[src/rtl/pw_arbiter_pkg.sv]
// rtl/pw_arbiter_pkg.sv - shared page-walk request/result types and requester IDs
package pw_arbiter_pkg;

  // Requester IDs: instruction fetch is always 0, data ports follow.
  localparam int RQ_IFETCH = 0;
  localparam int RQ_LOAD   = 1;
  localparam int RQ_STORE  = 2;

  // Width of the rqID field carried in the broadcast result.
  localparam int RQ_ID_W = 2;

  typedef struct packed {
    logic        valid;
    logic [31:0] vaddr;
  } PageWalk_Req;

  typedef struct packed {
    logic               busy;
    logic [RQ_ID_W-1:0] rqID;
    logic               fault;
    logic [19:0]        ppn;
    logic [31:0]        vaddr;
  } PageWalk_Res;

  typedef enum logic [1:0] {
    ST_IDLE,
    ST_ISSUE,
    ST_WAIT,
    ST_DRAIN
  } pw_state_e;

  // Round-robin pointer advance: one past idx, wrapping at n.
  function automatic int wrap_inc(input int idx, input int n);
    return (idx + 1 >= n) ? 0 : idx + 1;
  endfunction

endpackage

[src/rtl/pw_arbiter_rr_picker.sv]
// rtl/pw_arbiter_rr_picker.sv - one-hot round-robin picker starting at ptr
module rr_picker #(
  parameter int NUM_RQ = 3,
  parameter int ID_W   = $clog2(NUM_RQ)
) (
  input  logic [NUM_RQ-1:0] mask,
  input  logic [ID_W-1:0]   ptr,
  output logic [NUM_RQ-1:0] onehot,
  output logic [ID_W-1:0]   idx,
  output logic              found
);

  // First set bit at or above ptr; failing that, the first set bit from 0 (wrap).
  always_comb begin
    onehot = '0;
    idx    = '0;
    found  = 1'b0;
    for (int i = 0; i < NUM_RQ; i++) begin
      if (!found && mask[i] && (ID_W'(i) >= ptr)) begin
        found     = 1'b1;
        onehot[i] = 1'b1;
        idx       = ID_W'(i);
      end
    end
    for (int i = 0; i < NUM_RQ; i++) begin
      if (!found && mask[i]) begin
        found     = 1'b1;
        onehot[i] = 1'b1;
        idx       = ID_W'(i);
      end
    end
  end

endmodule

[src/rtl/pw_arbiter.sv]
// rtl/pw_arbiter.sv - round-robin arbiter sharing one page walker among TLB ports
module pw_arbiter
  import pw_arbiter_pkg::*;
#(
  parameter int NUM_RQ = 3,
  parameter int ID_W   = $clog2(NUM_RQ)
) (
  input  logic              clk,
  input  logic              rst,
  input  PageWalk_Req       IN_req [NUM_RQ],
  output logic [NUM_RQ-1:0] OUT_grant,
  input  logic [NUM_RQ-1:0] IN_cancel,
  input  logic              IN_clear,
  output PageWalk_Req       OUT_walk,
  output logic [ID_W-1:0]   OUT_walkRqID,
  input  logic              IN_walkDone,
  input  PageWalk_Res       IN_walkRes,
  output PageWalk_Res       OUT_res,
  output logic              OUT_resValid
);

  pw_state_e         state;
  logic [ID_W-1:0]   rr_ptr;
  logic [ID_W-1:0]   cur_id;
  logic              stale;
  logic              late_walk_ok;

  logic [NUM_RQ-1:0] cand_mask;
  logic [NUM_RQ-1:0] pick_onehot;
  logic [ID_W-1:0]   win_idx;
  logic              win_found;
  logic              flush_cur;
  PageWalk_Res       res_next;

  // A requester competes only if it is asking and not being flushed this cycle.
  always_comb begin
    for (int i = 0; i < NUM_RQ; i++) begin
      cand_mask[i] = IN_req[i].valid && !IN_cancel[i];
    end
  end

  rr_picker #(
    .NUM_RQ (NUM_RQ),
    .ID_W   (ID_W)
  ) u_picker (
    .mask   (cand_mask),
    .ptr    (rr_ptr),
    .onehot (pick_onehot),
    .idx    (win_idx),
    .found  (win_found)
  );

  assign OUT_grant    = (state == ST_IDLE) ? pick_onehot : '0;
  assign OUT_walkRqID = cur_id;
  assign flush_cur    = IN_cancel[cur_id] || IN_clear;

  // Walker payload passes through; busy/rqID are owned by this block.
  always_comb begin
    res_next      = IN_walkRes;
    res_next.busy = IN_clear;
    res_next.rqID = RQ_ID_W'(cur_id);
  end

  // Arbitration FSM with registered walk, result and busy outputs.
  always_ff @(posedge clk) begin
    if (rst) begin
      state        <= ST_IDLE;
      rr_ptr       <= '0;
      cur_id       <= '0;
      stale        <= 1'b0;
      OUT_walk     <= '0;
      OUT_res      <= '0;
      OUT_resValid <= 1'b0;
    end else begin
      OUT_walk.valid <= 1'b0;
      OUT_resValid   <= 1'b0;
      case (state)
        ST_IDLE: begin
          if (win_found) begin
            OUT_walk       <= IN_req[win_idx];
            OUT_walk.valid <= 1'b1;
            cur_id         <= win_idx;
            rr_ptr         <= ID_W'(wrap_inc(int'(win_idx), NUM_RQ));
            stale          <= 1'b0;
            OUT_res.busy   <= 1'b1;
            OUT_res.rqID   <= RQ_ID_W'(win_idx);
            state          <= ST_ISSUE;
          end
        end
        ST_ISSUE: begin
          if (flush_cur) stale <= 1'b1;
          state <= ST_WAIT;
        end
        ST_WAIT: begin
          if (IN_walkDone) begin
            OUT_res      <= res_next;
            OUT_resValid <= !(stale || flush_cur);
            state        <= IN_clear ? ST_DRAIN : ST_IDLE;
          end else if (flush_cur) begin
            stale <= 1'b1;
          end
        end
        ST_DRAIN: begin
          OUT_res.busy <= 1'b0;
          state        <= ST_IDLE;
        end
        default: state <= ST_IDLE;
      endcase
    end
  end

  // A reset that cuts a walk short leaves one legitimate late walkDone to absorb.
  always_ff @(posedge clk) begin
    if (rst) begin
      late_walk_ok <= late_walk_ok || (state == ST_ISSUE) || (state == ST_WAIT);
    end else if (IN_walkDone) begin
      late_walk_ok <= 1'b0;
    end
  end

  a_done_in_wait : assert property (@(posedge clk) disable iff (rst)
    !(IN_walkDone && (state != ST_WAIT) && !late_walk_ok));

endmodule

[config.mk]
export PLATFORM = sky130hd
export DESIGN_NAME = pw_arbiter
export DESIGN_NICKNAME = d
export VERILOG_FILES = /design/src/rtl/pw_arbiter_pkg.sv /design/src/rtl/pw_arbiter_rr_picker.sv /design/src/rtl/pw_arbiter.sv
export SDC_FILE = /design/constraint.sdc
export NUM_CORES = 1
export LEC_CHECK = 0
export ABC_CLOCK_PERIOD_IN_PS = 2900
export BUFFER_PORTS_ARGS = -buffer_cell sky130_fd_sc_hd__buf_2
export CAP_MARGIN = 20
export CORE_MARGIN = 2
export CORE_UTILIZATION = 44
export CTS_CLUSTER_DIAMETER = 100
export CTS_CLUSTER_SIZE = 10
export DETAILED_ROUTE_END_ITERATION = 8
export MAX_ROUTING_LAYER = met4
export PLACE_DENSITY_LB_ADDON = 0.05
export SLEW_MARGIN = 5
export SYNTH_ARGS = -nofsm -noshare
export SYNTH_HDL_FRONTEND = slang
export SYNTH_HIERARCHICAL = 1
export SYNTH_SLANG_ARGS = --single-unit
[constraint.sdc]
create_clock -name clk -period 2.9 [get_ports clk]
set_input_delay 0.58 -clock clk [delete_from_list [all_inputs] [get_ports clk]]
set_output_delay 0.58 -clock clk [all_outputs]
set_load 0.01 [all_outputs]
# ---- Yosys cells after proc, flatten, opt, wreduce, memory -nomap -nowiden
# Cells that the tools add are included.
dict set report op_classes {
  add_sub_neg 1
  order_cmp 6
  eq_ne 6
  n_mux 36
  n_bitwise 4
  n_reduce_logical 34
}
# cell count
set ops {}
lappend ops {{$bmux W33 S2} 1}
lappend ops {{$mux W32} 2}
lappend ops {{$mux W56} 1}
lappend ops {{$mux W33} 1}
lappend ops {{$mux W1} 16}
lappend ops {{$mux W2} 8}
lappend ops {{$logic_and A1 B1 Y1} 11}
lappend ops {{$logic_not A1 Y1} 9}
lappend ops {{$reduce_and A3 Y1} 3}
lappend ops {{$pmux W2 S4} 1}
lappend ops {{$mux W3} 2}
lappend ops {{$pmux W1 S3} 2}
lappend ops {{$reduce_and A2 Y1} 3}
lappend ops {{$reduce_bool A3 Y1} 2}
lappend ops {{$eq A2 B2 Y1 const B} 2}
lappend ops {{$ge A1 B2 Y1 const A} 2}
lappend ops {{$ne A2 B2 Y1 const B} 2}
lappend ops {{$pmux W2 S2} 1}
lappend ops {{$add A2 B1 Y3 const B} 1}
lappend ops {{$ge A3 B2 Y1 const B} 1}
lappend ops {{$ge A3 B3 Y1 const B} 1}
lappend ops {{$lt A2 B3 Y1 const B} 1}
lappend ops {{$not A1 Y1} 3}
lappend ops {{$not A2 Y3} 1}
lappend ops {{9 further kinds} 10}
dict set report word_totals {
  ff_bits 97
  in_bits 162
  output_inout_bits 95
  wordCells 99
}

# ---- Depth between registers and ports, before layout
dict set report logic_depth {
  word_depth 26
  mapped_depth 9
}

# ---- Modules after synthesis
# Netlist, hierarchy kept.
# mod instances cells_per_inst area_per_inst_um2
set modules_own_cells {}
lappend modules_own_cells {pw_arbiter 1 493 4282.9}
lappend modules_own_cells {rr_picker 1 14 100.1}

# ---- Worst setup path before layout
# No wires, ideal clock.
dict set report synth_timing {
  path_type {input port to flip-flop}
  from {input port IN_req[65] (netlist name)}
  to {register OUT_walk[0] (netlist name)}
  setup_ns 0.145
  arrival_ns 2.048
  required_time_ns 2.755
  slack_ns 0.707
  cell_stages 9
  cell_sequence {nor2b_1 -> nor3b_2 -> o31a_1 -> buf_4 -> nor2b_1 -> buf_2 -> buf_4 -> a2bb2oi_1 -> a211oi_2}
}
dict set report synth_between {
  elab_chain_cells 21
  word_cells_on_any_way 27
  classes_between {mux: 13; bitwise: 1; reduce/logical: 13}
}
# item line
set synth_rtl {}
lappend synth_rtl {{start: declaration} pw_arbiter.sv:10} ;# input PageWalk_Req IN_req [NUM_RQ],
lappend synth_rtl {{$logic_and A1 B1 Y1 *} pw_arbiter.sv:38} ;# cand_mask[i] = IN_req[i].valid && !IN_cancel[i];
lappend synth_rtl {{$logic_and A1 B1 Y1 (2 in a row)} pw_arbiter_rr_picker.sv:19} ;# if (!found && mask[i] && (ID_W'(i) >= ptr)) begin
lappend synth_rtl {{$mux W1} pw_arbiter_rr_picker.sv:19}
lappend synth_rtl {{$logic_not A1 Y1} pw_arbiter_rr_picker.sv:19}
lappend synth_rtl {{$logic_and A1 B1 Y1 (2 in a row)} pw_arbiter_rr_picker.sv:19}
lappend synth_rtl {{$mux W1} pw_arbiter_rr_picker.sv:19}
lappend synth_rtl {{$logic_not A1 Y1} pw_arbiter_rr_picker.sv:26} ;# if (!found && mask[i]) begin
lappend synth_rtl {{$logic_and A1 B1 Y1} pw_arbiter_rr_picker.sv:26}
lappend synth_rtl {{(+3 left out)} n/a}
lappend synth_rtl {{$mux W1} pw_arbiter_rr_picker.sv:26}
lappend synth_rtl {{$logic_not A1 Y1} pw_arbiter_rr_picker.sv:26}
lappend synth_rtl {{$logic_and A1 B1 Y1} pw_arbiter_rr_picker.sv:26}
lappend synth_rtl {{$mux W2 *} pw_arbiter_rr_picker.sv:26}
lappend synth_rtl {{via win_idx[1]} pw_arbiter.sv:30} ;# logic [ID_W-1:0] win_idx;
lappend synth_rtl {{$not A2 Y3 (implied by the code) *} pw_arbiter.sv:80} ;# OUT_walk <= IN_req[win_idx];
lappend synth_rtl {{$bmux W33 S2 *} pw_arbiter.sv:80}
lappend synth_rtl {{$mux W32 (implied by the code) * (2 in a row)} pw_arbiter.sv:80}
lappend synth_rtl {{end signal: assignment} pw_arbiter.sv:80}
lappend synth_rtl {{end: declaration} pw_arbiter.sv:14} ;# output PageWalk_Req OUT_walk,
# The timed path passes the listed nets; every way through them passes the cells marked *. The select of a mux whose other input is x is not followed.
# A chain may end at the register's enable or synchronous reset.

# ---- Final worst setup path
dict set report layout_timing {
  from {input port IN_cancel[1]}
  to {output port OUT_grant[2]}
}
dict set report layout_between {
  elab_chain_cells 19
  word_cells_on_any_way 20
  classes_between {mux: 7; reduce/logical: 13}
}
# item line
set layout_rtl {}
lappend layout_rtl {{start: declaration} pw_arbiter.sv:12} ;# input logic [NUM_RQ-1:0] IN_cancel,
lappend layout_rtl {{$logic_not A1 Y1 *} pw_arbiter.sv:38}
lappend layout_rtl {{$logic_and A1 B1 Y1 *} pw_arbiter.sv:38}
lappend layout_rtl {{via cand_mask[1]} pw_arbiter.sv:28} ;# logic [NUM_RQ-1:0] cand_mask;
lappend layout_rtl {{$logic_and A1 B1 Y1 (2 in a row)} pw_arbiter_rr_picker.sv:19}
lappend layout_rtl {{$mux W1} pw_arbiter_rr_picker.sv:19}
lappend layout_rtl {{$logic_not A1 Y1} pw_arbiter_rr_picker.sv:19}
lappend layout_rtl {{$logic_and A1 B1 Y1 (2 in a row)} pw_arbiter_rr_picker.sv:19}
lappend layout_rtl {{$mux W1} pw_arbiter_rr_picker.sv:19}
lappend layout_rtl {{(+3 left out)} n/a}
lappend layout_rtl {{$logic_not A1 Y1} pw_arbiter_rr_picker.sv:26}
lappend layout_rtl {{$logic_and A1 B1 Y1} pw_arbiter_rr_picker.sv:26}
lappend layout_rtl {{$mux W1} pw_arbiter_rr_picker.sv:26}
lappend layout_rtl {{$logic_not A1 Y1} pw_arbiter_rr_picker.sv:26}
lappend layout_rtl {{$logic_and A1 B1 Y1} pw_arbiter_rr_picker.sv:26}
lappend layout_rtl {{$mux W1 *} pw_arbiter_rr_picker.sv:26}
lappend layout_rtl {{via pick_onehot[2]} pw_arbiter.sv:29} ;# logic [NUM_RQ-1:0] pick_onehot;
lappend layout_rtl {{$mux W3 *} pw_arbiter.sv:53} ;# assign OUT_grant = (state == ST_IDLE) ? pick_onehot : '0;
lappend layout_rtl {{end: declaration} pw_arbiter.sv:11} ;# output logic [NUM_RQ-1:0] OUT_grant,
# The timed path passes the listed nets; every way through them passes the cells marked *.

==> impl_metrics.tcl <==
set metrics [dict create \
    synth.avg_cell_area_sq_um 8.645 \
    dieArea_sq_um 10780 \
    ir_drop_uv 303.3 \
    reg2reg_setup_slack_ns 0.96 \
    nNetsFinal 904 \
    grt_pass1_vias 4196 \
    start_util_pct 45.05 \
    max_freq_ghz 0.4365 \
    synth_top_cell_area_share_pct 44.30 \
    clockBufferDepth 2 \
    placementRows 36 \
    synthesis.area_sq_um 4383 \
    critPathRequiredTime_ns 2.32 \
    leakage_nw 2.715 \
    finalCriticalPeriod_ns 2.291 \
    r2r_start "state[0]" \
    wl_per_cell_um 13.68 \
    period_share_pct 79.00 \
    syn_nets 675 \
    critPathLaunchType "input port" \
    placed_area_sq_um 5677 \
    core_sq_um 9729 \
    fin_tns_setup_ns 0 \
    crit_type "input port to output port" \
    drc 0 \
    rsz0062_at_grt "false" \
    timing.final.ws_setup_ns 0.6091 \
    status "finished, final reports clean" \
    slew-limit-headroom_pct 61.82 \
    yosys-top-cells-count "117 x nand2_1, 97 x dfxtp_1, 60 x a21oi_1" \
    clkSinkCount 97 \
    netlist_instances 507 \
    maxCapViolations 0 \
    dr.first_iter.drc_count 202 \
    synth-edff-count 0 \
    pre_cts_ws_ns 0.3861 \
    met2WireLength_um 6066 \
    via_per_inst 4.967 \
    hp-start "IN_walkRes[9]" \
    arrival_ns 1.71 \
    track_usage_pct 22.60 \
    first_pass_iters 4 \
    grt_antenna_before_repair 1 \
    top_layer "met4" \
    power_mw 3.849 \
    finish.utilization_pct 60.28 \
    grt_max_degree 68 \
    synth.most_common_cell "nand2_1" \
    ant_nets 0 \
    setup_viol 0 \
    cts_tree "done" \
    m1WireLength_um 4992 \
    cts_setup_buffers 0 \
    htree_levels 3 \
    yosys_most_used_dff "dfxtp_1" \
    cts_buffers 9 \
    postCtsResizedCells 0 \
    grt.overflow.total 0 \
    synth_cell_types 32 \
    r2r-end "stale" \
    port-buffer-count 253 \
    grt_pass1_wl_um 19500 \
    dp_hpwl_um 8542 \
    r2r_cells 5 \
    final_area_sq_um 5864 \
    path_clk_slew_ns 0.10 \
    whs_path_depth 3 \
    worst_slew_pin_slew_ns 0.5727 \
    gp_congestion 0.7992 \
    fin_skew_ns 0.01178 \
    synthTopCellsByArea "dfxtp_1 44%, nand2_1 10%, mux2i_1 7.5%" \
    wl_um 11970 \
    die_y_um 103.8 \
    insertion_delay_ns 0.37 \
    min_to "OUT_res[9]" \
    hold_viol 0 \
    async_flop_share_pct 0 \
    end_kind "output port" \
    drive_above_1_share_pct 39.68 \
    ctsHoldBuffers 0 \
    hold_class "input port to flip-flop" \
    yosys.area.top_type "dfxtp_1" \
    drv_slew 0 \
    fp.dieW_um 103.8 \
    vias 4346 \
    root_buffer "clkbuf_8" \
    io_pins 257 \
    seq_area_frac_synth_pct 44.30 \
    ys_ff_latch 97 \
    synth_warnings 6 \
    synthToLayoutAreaGrowth_pct 33.80 \
    routed-wl-met3_um 674 \
    worstPathMaxFanout 6 \
    power_density_nw_per_um2 656.3 \
]
## final cells by class
type                       instances  area [sq um]
tap                              133         166.4
antenna                            1         2.502
clock inverter                     6         47.55
clock buffer                      10         137.6
sequential                        97          1942
timing repair buffer             262          1374
multi-input combinational        360          2172
inverter                           6         22.52
fill                             968          3865
## cell families after synthesis
| family | count (synthesis) | share of synthesized area, % |
|---|---|---|
| flip-flops | 97 | 44.30 |
| AND/OR/NAND/NOR | 180 | 16.99 |
| multiplexers | 33 | 7.536 |
| buffers and inverters | 50 | 6.223 |
| AO/OA/AOI/OAI | 141 | 23.24 |
| adder cells (fa/ha/maj) | 6 | 1.713 |
## layer usage
| layer | track usage [%] | vias up |
|---|---|---|
| met1 | 25.18 | 1953 |
| met3 | 3.776 | 16 |
| li1 | - | 2216 |
| met5 | - | - |
| met2 | 40.60 | 161 |
| met4 | 8.205 | 0 |
## cells in the final DEF (no fill, tap or decap), types with 3 or more instances in the layout
master,n
a211oi_1,23
a211oi_2,10
a21oi_1,60
a2bb2oi_1,32
a31oi_1,3
and2_1,4
buf_12,3
buf_2,252
buf_4,7
clkbuf_8,10
dfxtp_1,97
ha_1,6
inv_1,6
inv_6,4
mux2i_1,33
nand2_1,117
nand2b_1,3
nor2_1,37
nor2b_1,5
nor3_1,6
## where the power goes
part | switching, mW | internal, mW
Sequential | 0.124 | 1.56
Combinational | 0.754 | 0.565
Clock | 0.498 | 0.347
Total | 1.38 | 2.47
## registers in the layout, summed over array words and instances (netlist names)
name	cells
state	2
stale	1
OUT_walk	33
rr_ptr	2
OUT_resValid	1
OUT_walkRqID	2
OUT_res	56
## metrics by stage
| stage | hold WS, ns | std cells |
|---|---|---|
| 4_1_cts | 0.4244 | 874 |
| 2_1_floorplan | 0.4805 | 507 |
| 5_1_grt | 0.4220 | 875 |
| 3_3_place_gp | 0.4383 | 858 |
| 6_report | 0.4374 | 875 |
| 3_5_place_dp | 0.4450 | 858 |
## worst max-delay path: stages
cell,delay (ns)
buf_2,0.11
nor2b_1,0.33
nor3b_2,0.11
o31a_1,0.30
and2_1,0.15
buf_2,0.13
## worst max-delay path by stage
stage               slack, ns  cells past startpoint           end          from
finish                   0.61                      6  OUT_grant[2]  IN_cancel[1]
global route             0.55                      6  OUT_grant[2]  IN_cancel[1]
CTS                      0.61                      6  OUT_grant[2]  IN_cancel[1]
detailed placement       0.39                      9   OUT_walk[6]  IN_cancel[2]
global placement         0.48                      9  OUT_walk[23]  IN_cancel[2]
floorplan                0.71                      9   OUT_walk[0]    IN_req[65]
No activity file was read; power rests on OpenSTA's default activity.
